===== config.mk =====
export PLATFORM = sky130hd
export DESIGN_NAME = tim_apb_arb
export DESIGN_NICKNAME = d
export VERILOG_FILES = /design/src/rtl/tim_apb_arb.sv
export SDC_FILE = /design/constraint.sdc
export NUM_CORES = 1
export LEC_CHECK = 0
export CAP_MARGIN = 20
export CORE_AREA = 3 3 122 124
export DETAILED_ROUTE_END_ITERATION = 8
export DIE_AREA = 0 0 125 127
export GPL_TIMING_DRIVEN = 0
export PLACE_DENSITY = 0.83
export SETUP_SLACK_MARGIN = 0.15
export SYNTH_ARGS = -nofsm -noshare
export SYNTH_HDL_FRONTEND = slang
export SYNTH_SLANG_ARGS = --single-unit
export TNS_END_PERCENT = 5

===== constraint.sdc =====
create_clock -name pclk -period 2.64 [get_ports pclk]
set_input_delay 0.528 -clock pclk [delete_from_list [all_inputs] [get_ports pclk]]
set_output_delay 0.528 -clock pclk [all_outputs]
set_load 0.01 [all_outputs]

===== src/rtl/tim_apb_arb.sv =====
// tim_apb_arb: round-robin two-master APB arbiter with TIPC security filter in front of a zero-wait timer slave.
// Blocked accesses answer immediately with pslverr and never reach the timer.
module tim_apb_arb #(
  parameter int ADDR_W = 32,
  parameter int DATA_W = 32
) (
  input  logic              pclk,
  input  logic              presetn,
  input  logic              tipc_tim_trust,
  input  logic              m0_psel,
  input  logic              m0_penable,
  input  logic [ADDR_W-1:0] m0_paddr,
  input  logic              m0_pwrite,
  input  logic [DATA_W-1:0] m0_pwdata,
  input  logic [2:0]        m0_pprot,
  output logic [DATA_W-1:0] m0_prdata,
  output logic              m0_pready,
  output logic              m0_pslverr,
  input  logic              m1_psel,
  input  logic              m1_penable,
  input  logic [ADDR_W-1:0] m1_paddr,
  input  logic              m1_pwrite,
  input  logic [DATA_W-1:0] m1_pwdata,
  input  logic [2:0]        m1_pprot,
  output logic [DATA_W-1:0] m1_prdata,
  output logic              m1_pready,
  output logic              m1_pslverr,
  output logic              s_psel,
  output logic              s_penable,
  output logic [ADDR_W-1:0] s_paddr,
  output logic              s_pwrite,
  output logic [DATA_W-1:0] s_pwdata,
  output logic [2:0]        s_pprot,
  input  logic [DATA_W-1:0] s_prdata,
  output logic              sec_viol
);
  typedef enum logic [1:0] {IDLE, SETUP, ACCESS, DONE} state_t;
  state_t            state_q, state_d;
  logic              grant_q, grant_d, last_q, last_d, err_q, err_d;
  logic              pwrite_q, pwrite_d, pick;
  logic [ADDR_W-1:0] paddr_q, paddr_d;
  logic [DATA_W-1:0] pwdata_q, pwdata_d, rdata_q, rdata_d;
  logic [2:0]        pprot_q, pprot_d, pick_prot;
  logic              penable_unused;
  assign penable_unused = m0_penable | m1_penable;
  // pick = 1 selects master 1; on a tie the master that was not granted last wins
  always_comb begin
    pick = (m0_psel & m1_psel) ? ~last_q : m1_psel;
    pick_prot = pick ? m1_pprot : m0_pprot;
    state_d = state_q;
    grant_d = grant_q;
    last_d = last_q;
    err_d = err_q;
    paddr_d = paddr_q;
    pwrite_d = pwrite_q;
    pwdata_d = pwdata_q;
    pprot_d = pprot_q;
    rdata_d = rdata_q;
    case (state_q)
      IDLE: if (m0_psel | m1_psel) begin
        grant_d = pick;
        last_d = pick;
        paddr_d = pick ? m1_paddr : m0_paddr;
        pwrite_d = pick ? m1_pwrite : m0_pwrite;
        pwdata_d = pick ? m1_pwdata : m0_pwdata;
        pprot_d = pick_prot;
        err_d = tipc_tim_trust & pick_prot[1];
        rdata_d = '0;
        state_d = err_d ? DONE : SETUP;
      end
      SETUP: state_d = ACCESS;
      ACCESS: begin
        rdata_d = pwrite_q ? '0 : s_prdata;
        state_d = DONE;
      end
      default: state_d = IDLE;
    endcase
  end
  always_ff @(posedge pclk or negedge presetn)
    if (!presetn) begin
      state_q <= IDLE;
      grant_q <= 1'b0;
      last_q <= 1'b1;
      err_q <= 1'b0;
      paddr_q <= '0;
      pwrite_q <= 1'b0;
      pwdata_q <= '0;
      pprot_q <= '0;
      rdata_q <= '0;
    end else begin
      state_q <= state_d;
      grant_q <= grant_d;
      last_q <= last_d;
      err_q <= err_d;
      paddr_q <= paddr_d;
      pwrite_q <= pwrite_d;
      pwdata_q <= pwdata_d;
      pprot_q <= pprot_d;
      rdata_q <= rdata_d;
    end
  // every output decodes flops only, so reset clears them without a clock edge
  assign s_psel = (state_q == SETUP) || (state_q == ACCESS);
  assign s_penable = state_q == ACCESS;
  assign s_paddr = paddr_q;
  assign s_pwrite = pwrite_q;
  assign s_pwdata = pwdata_q;
  assign s_pprot = pprot_q;
  assign m0_pready = (state_q == DONE) && !grant_q;
  assign m1_pready = (state_q == DONE) && grant_q;
  assign m0_pslverr = m0_pready & err_q;
  assign m1_pslverr = m1_pready & err_q;
  assign m0_prdata = m0_pready ? rdata_q : '0;
  assign m1_prdata = m1_pready ? rdata_q : '0;
  assign sec_viol = (state_q == DONE) && err_q;
endmodule


==> impl_results.md, run 1 <==
- Outcome: finished, final reports clean
- Crit start category: register
- Antenna violations before repair: 0
- Worst-path clk slew: 0.07 ns
- Starting density of the core: 0.387
- 1st-pass router iterations: 4
- PwrDens: 968 nW/µm²
- Switch Pwr: 3230 µW
- Nets: 1050
- First-pass GRT wire length: 26800 µm
- Synthesized flop and latch total: 105
- Crit share post-route: 0.995
- # IOs: 314
- Pre-CTS setup slack: -0.176 ns
- Worst Tran Pin Value: 0.709 ns
- Tot Pwr: 8860 µW
- Buffers on Ports: 311
- Max-slew violations: 0
- Clk_lat worst skew: 0.34 ns
- Multi-input logic area: 2370 µm²
- Vias per inst: 4.79
- Diodes inserted: 0
- HP Class: primary input to async pin
- Die H: 127 µm
- Placed instance count: 1036
- Switching share of power: 0.365
- CTS Buf Count: 9
- Clk sink count: 105
- Root Driver: clkbuf_16
- CP Data Required Time: 2.11 ns
- Max_cap viols: 0
- Total Routing Usage GR: 0.211
- Minimum clock period: 2.63 ns
- Core Area: 13900 µm²
- Comb pwr share: 0.505
- Filler instances: 1211
- Post-route ant nets: 0
- GRT overflow: 0
- Arrival time worst endpoint: 2.10 ns
- Setup WS post-layout: 0.0129 ns
- Worst VDD drop: 0.387 mV
- Critical Path Sink Type: output port
- Pint: 5630 µW
- Most frequent cells in the layout: clkdlybuf4s50_1, nand2_1, dfrtp_1, mux2i_1, o21ai_0
- Via count: 5052
- # setup viols final: 0
- Final hold violations: 0
- GPL Wtd Cong: 0.904
- Hold buffers post-CTS: 0
- Fmax achieved: 0.381 GHz
- Area Overhead vs Synth: 70.4%
- Mapped Cells: 544
- Die Width: 125 µm
- Residual DRC: 0
- Non-filler instance count after layout: 1055
- WL/cell: 16.3 µm
- Clock group share of total power: 0.170
- Max FO, Critical Path: 10
- Most common cell after layout, fill and taps aside: clkdlybuf4s50_1
- Slew HR: 0.528
- H-tree depth: 3
- Proportion of layout cells with a drive suffix above 1: 0.0560
- Max clock buf depth: 2
- RSZ-0062 raised after global routing: yes
- 1st-iter DRT viols: 166
- Clk_skew: 0.00705 ns
- Largest net degree at the start of global routing: 54
- Mapped Area: 5370 µm²
- Die area: 15900 µm²
- Crit path kind: register to output port
- Register area share after synthesis: 0.490
- Leak: 0.00418 µW
- Vias in the first global route: 5157
- Synth unique cells: 29
- Syn Nets: 723
- CTS tree: built
- Sequential power share: 0.325
- Final wirelength: 17200 µm
- Syn avg cell area: 9.87 µm²
- Storage element area: 2630 µm²
- Number of cell rows: 43
- DP HPWL: 13600 µm
- Warnings from Yosys: 0
power groups by stage:
stage | clock (µW) | combinational (µW) | sequential (µW)
2_1_floorplan | 0 | 2050 | 3050
3_3_place_gp | 0 | 4360 | 2870
3_5_place_dp | 0 | 4440 | 2900
4_1_cts | 1530 | 4530 | 2870
5_1_grt | 1590 | 4870 | 2980
6_report | 1510 | 4480 | 2880
final timing paths:
| check | from | end | slack, ns | cells after the start |
|---|---|---|---|---|
| worst min register to register | s_pwdata[6]$_DFFE_PN0P_ | s_pwdata[6]$_DFFE_PN0P_ | 0.48 | 2 |
| min in group pclk | s_pwdata[6]$_DFFE_PN0P_ | s_pwdata[6]$_DFFE_PN0P_ | 0.48 | 2 |
| worst min-delay path | presetn | s_pwdata[18]$_DFFE_PN0P_ | 0.23 | 1 |
| worst max-delay path | state_q[1]$_DFFE_PN0P_ | m0_prdata[29] | 0.01 | 5 |
| worst max register to register | state_q[1]$_DFFE_PN0P_ | s_pwdata[21]$_DFFE_PN0P_ | 0.38 | 9 |
| max in group asynchronous | presetn | last_q$_DFFE_PN1P_ | 1.65 | 2 |
worst max-delay path, stage by stage, from the launching register on:
cell and delay (ns):
dfrtp_1 0.41, ha_4 0.21, nor2b_4 0.27, clkbuf_8 0.20, and2_1 0.14, clkdlybuf4s50_1 0.53
kinds of logic (layout without fill, tap and decap cells):
group / Yosys count / count (layout) / share of synthesized area
AND/OR/NAND/NOR: 178 / 178 / 0.158
flip-flops: 105 / 105 / 0.490
multiplexers: 101 / 101 / 0.189
AO/OA/AOI/OAI: 80 / 80 / 0.0809
buffers and inverters: 76 / 407 / 0.0732
adder cells (fa/ha/maj): 4 / 4 / 0.00932
final cells by class:
type,count,share of cell area
Tap cell,180,0.0246
Timing Repair Buffer,316,0.347
Multi-Input combinational cell,363,0.259
Clock buffer,10,0.0250
Inverter,35,0.0144
Clock inverter,5,0.0115
Sequential cell,105,0.287
Buffer,41,0.0314
synth_stat cells:
| cell type | number | area (µm²) |
|---|---|---|
| o21ai_4 | 1 | 16.3 |
| a31oi_1 | 1 | 6.26 |
| and2_1 | 35 | 219 |
| ha_1 | 4 | 50.1 |
| or3b_1 | 1 | 8.76 |
| buf_8 | 1 | 15.0 |
| buf_4 | 7 | 52.6 |
| buf_2 | 5 | 25.0 |
| nor2b_1 | 3 | 18.8 |
| a21o_1 | 1 | 7.51 |
| o21ai_1 | 10 | 50.1 |
| a21boi_1 | 1 | 7.51 |
| and3_1 | 33 | 206 |
| dfstp_2 | 1 | 26.3 |
| a22o_1 | 2 | 17.5 |
| mux2i_1 | 100 | 1000 |
| inv_1 | 35 | 131 |
| dfrtp_1 | 104 | 2600 |
| buf_6 | 2 | 22.5 |
| clkbuf_1 | 22 | 82.6 |
| nand2_1 | 104 | 390 |
| o21ba_2 | 1 | 10.0 |
| o21ai_0 | 61 | 305 |
| buf_1 | 1 | 3.75 |
| buf_12 | 3 | 60.1 |
| mux2_2 | 1 | 11.3 |
| a21oi_1 | 1 | 5.00 |
| a32oi_1 | 1 | 8.76 |
| nor2_1 | 2 | 7.51 |
flip-flops by register name, summed over array words and instances (netlist names):
register	count
err_q	1
state_q	2
s_pprot	3
s_pwrite	1
rdata_q	32
last_q	1
grant_q	1
s_pwdata	32
s_paddr	32
per-layer routing:
metal	GRT usage	up-vias	part of all wire
met3	0.0439	28	0.064
met4	0.0804	0	0.029
met5	0	-	0
met2	0.380	223	0.51
li1	-	2459	-
met1	0.248	2342	0.40
through the flow:
stage	util	hold WS (ns)	setup TNS [ns]	instance area, µm²
3_5_place_dp	0.629	0.470	-4.16	8730
5_1_grt	0.659	0.271	-0.858	9150
4_1_cts	0.658	0.248	0	9130
6_report	0.659	0.229	0	9150
2_1_floorplan	-	0.232	0	5370
3_3_place_gp	0.627	0.460	-313.26	8710
repair_timing:
| action | 4_1_cts | 5_1_grt |
|---|---|---|
| setup endpoints to repair | 64 | 62 |
| setup buffers | 3 | 1 |
| resized for setup | 15 | 10 |
| pin swaps | 1 | 0 |
Note: power is estimated with default switching activity, not from simulation.
==> run 2, diff against run 1 <==
Settings changed: SKIP_LAST_GASP set to 1.
==> impl_results.md, run 2 (synthesis results as in run 1) <==
- Final wirelength: 17200 µm
- RR Endpoint: s_paddr[10]$_DFFE_PN0P_
- First-pass GRT wire length: 26800 µm
- Vias in the first global route: 5157
- Nets: 1050
- Clk_skew: 0.00707 ns
- Metal3 WL: 1130 µm
- Outcome: finished, final reports clean
- Antenna violations before repair: 0
- FF-to-FF setup slack: 0.32 ns
- WL/cell: 16.3 µm
- Cell Chain, Critical Path: ha_4 > nor2b_4 > clkbuf_8 > and2_1 > clkdlybuf4s50_1
- DP HPWL: 13600 µm
- Area Overhead vs Synth: 70.2%
- Metal2 WL: 8780 µm
- Die Width: 125 µm
- CP Data Required Time: 2.11 ns
- Finished Cell Area: 9140 µm²
- Crit-path max cell delay: 0.53 ns
- CTS tree: built
- Non-filler instance count after layout: 1055
- Proportion of layout cells with a drive suffix above 1: 0.0537
- Setup WS post-layout: 0.0189 ns
- Crit path kind: register to output port
- Top sig layer: met4
- Core Area: 13900 µm²
- Critical R2R Launch: state_q[1]$_DFFE_PN0P_
- Tot Pwr: 8860 µW
- Critical Path Sink Type: output port
- Leak: 0.00410 µW
- Residual DRC: 0
- 1st-iter DRT viols: 155
- HP Class: primary input to async pin
- Critical path's slowest cell: clkdlybuf4s50_1
- Clk_lat worst skew: 0.34 ns
- Buffers on Ports: 311
- Slew HR: 0.528
- GPL Wtd Cong: 0.904
- Cell depth of the worst setup path: 5
- 1st-pass router iterations: 4
- Final core utilization: 0.658
- CP startpoint: state_q[1]$_DFFE_PN0P_
- Arrival time worst endpoint: 2.09 ns
- Largest net degree at the start of global routing: 54
- Crit start category: register
- Worst Setup EP: m0_prdata[29]
- Wire length on met1: 6760 µm
- Placed inst area: 8730 µm²
- Post-route ant nets: 0
- Via count: 5047
- Filler instances: 1216
- Total Routing Usage GR: 0.211
- Die H: 127 µm
- Most frequent cells in the layout: clkdlybuf4s50_1, nand2_1, dfrtp_1, mux2i_1, o21ai_0
- Most common cell after layout, fill and taps aside: clkdlybuf4s50_1
- Clk sink count: 105
- Worst-case reg-to-reg path depth: 10
- Hold buffers post-CTS: 0
- Top delay family on crit path: buffers and inverters
- Final hold violations: 0
- Worst VDD drop: 0.387 mV
- Diodes inserted: 0
- Fmax achieved: 0.382 GHz
- Worst Tran Pin Value: 0.708 ns
- Max_cap viols: 0
- Max FO, Critical Path: 10
- Starting density of the core: 0.387
- GRT overflow: 0
- Worst-path clk slew: 0.07 ns
- CTS Buf Count: 9
- # IOs: 314
- Vias per inst: 4.78
- Die area: 15900 µm²
- Pre-CTS setup slack: -0.176 ns
- Root Driver: clkbuf_16
- RSZ-0062 raised after global routing: yes
- Number of cell rows: 43
- H-tree depth: 3
- Buffers & Inverters on Critical Path: 2
- PwrDens: 969 nW/µm²
- Minimum clock period: 2.62 ns
- Max-slew violations: 0
- Max clock buf depth: 2
- # setup viols final: 0
- Crit share post-route: 0.993
- Placed instance count: 1036
==> run 2: cell types whose count changed in the layout (fill, tap and decap cells not counted) <==
cell	before	now
buf_1	3	2
clkbuf_1	17	19
clkbuf_2	2	1
clkdlybuf4s50_1	303	307
dlymetal6s2s_1	5	1
ha_1	2	3
ha_2	1	0
==> run 2: per-stage QoR <==
step | setup TNS, ns | hold slack, ns
2_1_floorplan | 0 | 0.232
3_3_place_gp | -313.26 | 0.460
3_5_place_dp | -4.16 | 0.470
4_1_cts | 0 | 0.248
5_1_grt | -0.947 | 0.271
6_report | 0 | 0.228
==> run 2: worst min-delay path by stage <==
stage / start / end / slack (ns) / depth (start not counted)
finish: presetn / s_pwdata[18]$_DFFE_PN0P_ / 0.23 / 1
global route: presetn / s_pwdata[18]$_DFFE_PN0P_ / 0.27 / 1
global placement: s_pprot[2]$_DFFE_PN0P_ / s_pprot[2]$_DFFE_PN0P_ / 0.46 / 2
detailed placement: s_pwdata[6]$_DFFE_PN0P_ / s_pwdata[6]$_DFFE_PN0P_ / 0.47 / 2
CTS: presetn / s_pwdata[18]$_DFFE_PN0P_ / 0.25 / 1
floorplan: presetn / err_q$_DFFE_PN0P_ / 0.23 / 0
==> run 2: per-layer routing <==
metal,vias up,track usage
met1,2342,0.248
met2,221,0.380
met4,0,0.0804
met3,28,0.0439
li1,2456,-
met5,-,0
==> run 2: worst reg2reg max path, delay by kind of cell (launching register included) <==
kind,cells,cell delay [ns]
buffers and inverters,6,1.26
flip-flops,1,0.41
AO/OA/AOI/OAI,2,0.30
adder cells (fa/ha/maj),1,0.18
AND/OR/NAND/NOR,1,0.10
==> run 2: timing repair <==
action,CTS,global route
pin swaps,1,0
cloned,0,0
setup endpoints to repair,64,62
hold endpoints to repair,0,0
buffers inserted,3,1
gates resized for setup,15,2
==> run 2: final cells by class <==
| class | instances | area, µm² | share of cell area |
|---|---|---|---|
| repair buffers | 316 | 3160 | 0.346 |
| flip-flops and latches | 105 | 2630 | 0.288 |
| multi-input cells | 363 | 2370 | 0.259 |
| plain buffers | 41 | 287 | 0.0314 |
| clock buffers | 10 | 229 | 0.0251 |
| well taps | 180 | 225 | 0.0246 |
| inverters | 35 | 131 | 0.0144 |
| clock inverters | 5 | 105 | 0.0115 |
==> run 2: power by group <==
group | internal (µW) | switching, µW | total [µW] | leakage (µW)
registers | 2410 | 472 | 2880 | 0.00134
clock network | 923 | 583 | 1510 | 0.000155
logic | 2300 | 2170 | 4470 | 0.00261
total | 5630 | 3230 | 8860 | 0.00410
==> RTL change 1: new RTL, settings of run 2 <==
The 4 states of `state_t` get a one-hot encoding in 4 bits.
--- a/src/rtl/tim_apb_arb.sv
+++ b/src/rtl/tim_apb_arb.sv
@@ -34,7 +34,7 @@
   input  logic [DATA_W-1:0] s_prdata,
   output logic              sec_viol
 );
-  typedef enum logic [1:0] {IDLE, SETUP, ACCESS, DONE} state_t;
+  typedef enum logic [3:0] {IDLE = 4'b0001, SETUP = 4'b0010, ACCESS = 4'b0100, DONE = 4'b1000} state_t;
   state_t            state_q, state_d;
   logic              grant_q, grant_d, last_q, last_d, err_q, err_d;
   logic              pwrite_q, pwrite_d, pick;
Check against the original RTL: same outputs for any inputs over 4 cycles, from zero or initial values and one cycle with presetn low; so few cycles prove little.
==> RTL change 1 against run 2 <==
  * The run now ends with negative setup slack left
  * Power shrank 8.5%
  * Combinational power decreased by 13%
  * Clock skew about the same
  * Sequential cell count is 2 higher
  * Wire length up 1.0%
  * Register-to-register slack better by 0.04 ns
  * Critical endpoint is now m1_prdata[28]
  * Setup slack worse by 0.097 ns
  * Count of clock-buffer cells in the layout increased by 1
  * Cell area shrank 0.18%
  * Largest power group unchanged
  * Synthesized area is 2.6% lower
  * Sequential power fell by 6%
==> RTL change 1: results (changes against run 2) <==
yosys:
  synth_cell_types: 22  # -24%
  ys_seq_area_share_pct: 51.3  # +2.3 points
  syn_inst: 399  # -27%
  synth_common_cells: "mux2_2 (138), dfrtp_1 (105), and2_1 (34), a22o_1 (33), and3_1 (33)"
  synth.area.top_cells: "dfrtp_1 (50%), mux2_2 (30%), a22o_1 (5.5%)"
  ys.warnings.count: 0  # unchanged
  synth-main-ff-cell: "dfrtp_1"
  async_flop_share_pct: 100  # unchanged
  synth_nets: 574  # -21%
status:
  outcome: "finished, violations left"
  failed_checks: "negative setup slack"
finish:
  nNetsFinal: 913  # -13%
  antennaDiodeCount: 0  # unchanged
  nFillCells: 1072  # -12%
  fin_cells: 922  # -13%
  drive_gt1_share_pct: 27.6  # +22 points
setup_path:
  critPathMaxStageDelay_ns: 0.54
  crit_path_top_delay_cell: "clkdlybuf4s50_1"
  crit_fanout: 10  # unchanged
  cp_top_family: "buffers and inverters"
  crit_required_ns: 2.11  # about the same
timing:
  clock_skew_ns: 0.00747  # +0.000399 ns
  max_slew.worst_pin.slew_ns: 0.683  # -0.0250 ns
  worst_slack_ns: -0.0781  # -0.0970 ns
  setup_viol: 25  # +25
global_routing:
  grt_pass1_vias: 4927  # -4.5%
  grtUsageTotal_pct: 21.2  # +0.14 points
  antenna_found_initial: 1  # +1
  grt_first_pass_wirelength_um: 26800  # -0.13%
  grt_start_max_net_pins: 58  # +7.4%
clocking:
  cts_buffers: 9  # unchanged
  clk_latency_ns: 0.35
  cts_tree: "built"
  htree_levels: 3  # unchanged
  clkTransAtPathRegs_ns: 0.07  # about the same
  root_buffer: "clkbuf_16"
  cts_buffer_depth: 2  # unchanged
placement:
  dp.cells: 891  # -14%
  gp_congestion: 0.841  # -6.9%
  dp_hpwl_um: 13400  # -1.6%
  port_buffers: 311  # unchanged
detailed_routing:
  wl_um: 17300  # +1.0%
  drtIter0Drc: 154  # -0.65%
  first_pass_iters: 4  # unchanged
  vias: 4622  # -8.4%
pwr:
  netSwitchingPower_mw: 2.55  # -21%
  ir_drop_v: 0.000635  # +64%
  p_leak_nw: 4.18  # +2.0%
worst_hold_path:
  hp-class: "in -> async"
RTL change 1: final timing paths:
| path | endpoint | startpoint | slack [ns] | cells after the start |
|---|---|---|---|---|
| max | m1_prdata[28] | state_q[1]$_DFFE_PN0P_ | -0.08 | 5 |
| min | s_pwdata[5]$_DFFE_PN0P_ | presetn | 0.20 | 1 |
| max reg2reg | s_pprot[1]$_DFFE_PN0P_ | last_q$_DFFE_PN1P_ | 0.36 | 4 |
| min reg2reg | s_paddr[31]$_DFFE_PN0P_ | s_paddr[31]$_DFFE_PN0P_ | 0.51 | 1 |
| max in group asynchronous | state_q[0]$_DFFE_PN1P_ | presetn | 1.67 | 2 |
| min in group pclk | s_paddr[31]$_DFFE_PN0P_ | s_paddr[31]$_DFFE_PN0P_ | 0.51 | 1 |
RTL change 1: logic make-up (layout without fill, tap and decap cells):
kind of cell	after synthesis	count (layout)	share of synthesized area [%]
muxes	139	139	29.9
DFF	107	107	51.3
and+or+nand+nor	80	81	9.77
AOI/OAI and AO/OA	39	39	6.18
buffers and inverters	33	375	2.70
xor gates and xnor gates	1	1	0.168
RTL change 1: power groups by stage:
stage | Combinational, mW | Clock, mW | Sequential, mW
floorplan | 1.68 | 0 | 2.93
global placement | 3.70 | 0 | 2.69
detailed placement | 3.81 | 0 | 2.74
CTS | 3.91 | 1.57 | 2.71
global route | 4.12 | 1.64 | 2.80
finish | 3.87 | 1.53 | 2.71
RTL change 1: per-layer routing:
metal	vias up	GRT usage (%)	share of wire (%)
met1	2267	23.5	37
met2	213	39.1	53
met3	21	5.85	7.8
met4	2	7.78	1.9
li1	2119	-	-
met5	-	0	0.052
RTL change 1: worst register-to-register path, stage by stage, from the launching register on:
cell and delay [ns]:
dfstp_2 0.38, a21boi_1 0.56, clkbuf_1 0.56, mux2_2 0.42
mux2_2 0.26
RTL change 1: stage by stage:
| stage | setup TNS [ns] | cell area, sq um | worst slack (ns) |
|---|---|---|---|
| floorplan | 0 | 5230 | 0.424 |
| global placement | -355.10 | 8570 | -2.96 |
| detailed placement | -42.65 | 8590 | -0.582 |
| CTS | -2.33 | 9100 | -0.110 |
| global route | -8.34 | 9120 | -0.196 |
| finish | -0.809 | 9120 | -0.0781 |
RTL change 1: area by class of cell:
class	count	area [sq um]	area share, %
Buffer	31	183	2.00
Clock buffer	11	233	2.55
Clock inverter	4	98.8	1.08
Inverter	2	7.51	0.0823
Multi-Input combinational cell	260	2440	26.8
Sequential cell	107	2680	29.4
Tap cell	180	225	2.47
Timing Repair Buffer	327	3250	35.6
RTL change 1: timing repair:
item	CTS	global route
endpoints found under the setup margin	138	142
hold buffers	0	0
buffers inserted	11	1
cloned	4	0
pin swaps	1	0
gates resized for setup	90	6
==> RTL change 2: new RTL, flow settings as in run 2 <==
Without the edit above. `ADDR_W`: 32 -> 40.
--- a/src/rtl/tim_apb_arb.sv
+++ b/src/rtl/tim_apb_arb.sv
@@ -1,7 +1,7 @@
 // tim_apb_arb: round-robin two-master APB arbiter with TIPC security filter in front of a zero-wait timer slave.
 // Blocked accesses answer immediately with pslverr and never reach the timer.
 module tim_apb_arb #(
-  parameter int ADDR_W = 32,
+  parameter int ADDR_W = 40,
   parameter int DATA_W = 32
 ) (
   input  logic              pclk,
Interface: changed (resized m0_paddr, m1_paddr and s_paddr); port bits go from 314 to 338. No check against the original RTL was run, so the function may have changed too.
==> RTL change 2 against run 2 <==
  * Sequential share of layout area is 0.66 points lower
  * Combinational power is 8.9% higher
  * Cell area is 10% higher
  * Sequential cell count is 8 higher
  * Clock skew hardly changed
  * Wire length is 13% higher
  * Critical path depth stayed put
  * Setup slack worse by 0.018 ns
  * Synthesized area is 8.1% higher
  * Sequential power is 9.0% higher
  * Count of clock-buffer cells in the layout is 18 higher
  * Power is 15% higher
  * Highest routed layer unchanged
==> RTL change 2: results (changes against run 2) <==
detailed_routing:
  wl_met1_um: 7390  # +9.4%
  viasPerCell: 4.85  # +1.3%
  vias: 5469  # +8.4%
  wl_met2_um: 10100  # +15%
  wl_met3_um: 1300  # +15%
  drtIter0Drc: 185  # +19%
setup_path:
  arrival_ns: 2.11  # +0.02 ns
  crit_fanout: 10  # unchanged
  r2r_start: "state_q[0]$_DFFE_PN0P_"
  rr_worst_depth: 9  # -1
  r2r_end: "s_paddr[2]$_DFFE_PN0P_"
  rrSetupSlack_ns: 0.76  # +0.44 ns
  setup.worst_path.end: "m0_prdata[17]"
finish:
  seq_area_sq_um: 2830  # +7.7%
  signal_buffers: 381  # +6.7%
  nonClkBufAreaFrac_pct: 37.5  # -0.27 points
  nFillCells: 1050  # -14%
  fin_util_pct: 72.6  # +6.7 points
  multi_input_area_sq_um: 2530  # +6.7%
  multi_input_cells: 387  # +6.6%
  clkbuf_count: 28  # +18
  clock_area_share_pct: 5.78  # +2.1 points
  drive_gt1_share_pct: 7.59  # +2.2 points
timing:
  hold_slack_ns: 0.0732  # -0.155 ns
  worst_slack_ns: 0.00125  # -0.0176 ns
  slew_headroom_pct: 62.6  # +9.8 points
  clock_skew_ns: 0.00743  # +0.000365 ns
global_routing:
  met3_usage_pct: 6.52  # +2.1 points
  use_met1_pct: 27.4  # +2.6 points
  grt_start_max_net_pins: 58  # +7.4%
  grt_first_pass_wirelength_um: 29800  # +11%
  use_met2_pct: 43.5  # +5.5 points
yosys:
  syn_inst: 579  # +6.4%
  ys_seq_area_share_pct: 48.8  # -0.20 points
  synth_common_cells: "dfrtp_1 (112), nand2_1 (112), mux2i_1 (108), o21ai_0 (50), inv_1 (35)"
  synth_nets: 774  # +7.1%
  synth.area.top_cells: "dfrtp_1 (48%), mux2i_1 (19%), nand2_1 (7.2%)"
clocking:
  cts_setup_buffers: 0  # -3
  clkTransAtPathRegs_ns: 0.05  # -0.02 ns
  cts_buffers: 17  # +8
  htree_levels: 4  # +1
pwr:
  pwr-share-clk_pct: 21.6  # +4.6 points
  ir_drop_v: 0.000471  # +22%
  total_power_mw: 10.2  # +15%
  power.internal_mw: 6.59  # +17%
  seq-power_mw: 3.14  # +9.0%
  p_leak_nw: 4.57  # +11%
placement:
  dp_hpwl_um: 15300  # +13%
  dpl_cell_area_sq_um: 9410  # +7.8%
  port_buffers: 335  # +7.7%
  place_ws_ns: -0.204  # -0.0280 ns
status:
  outcome: "completed"
==> RTL change 2: cell types whose count changed after synthesis, moves of 3 or more <==
cell | before | now
buf_12 | 3 | 7
o21ai_1 | 10 | 29
buf_4 | 7 | 2
mux2i_1 | 100 | 108
nand2_1 | 104 | 112
buf_6 | 2 | 5
dfrtp_1 | 104 | 112
buf_2 | 5 | 9
o21ai_0 | 61 | 50
==> RTL change 2: cells by family after synthesis <==
logic type	Yosys count	share of synthesized area [%]
flops	113	48.8
mux	109	18.8
compound gates	88	8.26
simple gates	186	15.2
fa+ha+maj	4	0.863
buf+inv	79	8.04
==> RTL change 2: critical path: cells and delay by family (launching register included) <==
| kind | cells | cell delay [ns] |
|---|---|---|
| adder cells (fa/ha/maj) | 1 | 0.17 |
| buffers and inverters | 2 | 0.72 |
| flip-flops | 1 | 0.41 |
| AND/OR/NAND/NOR | 2 | 0.39 |
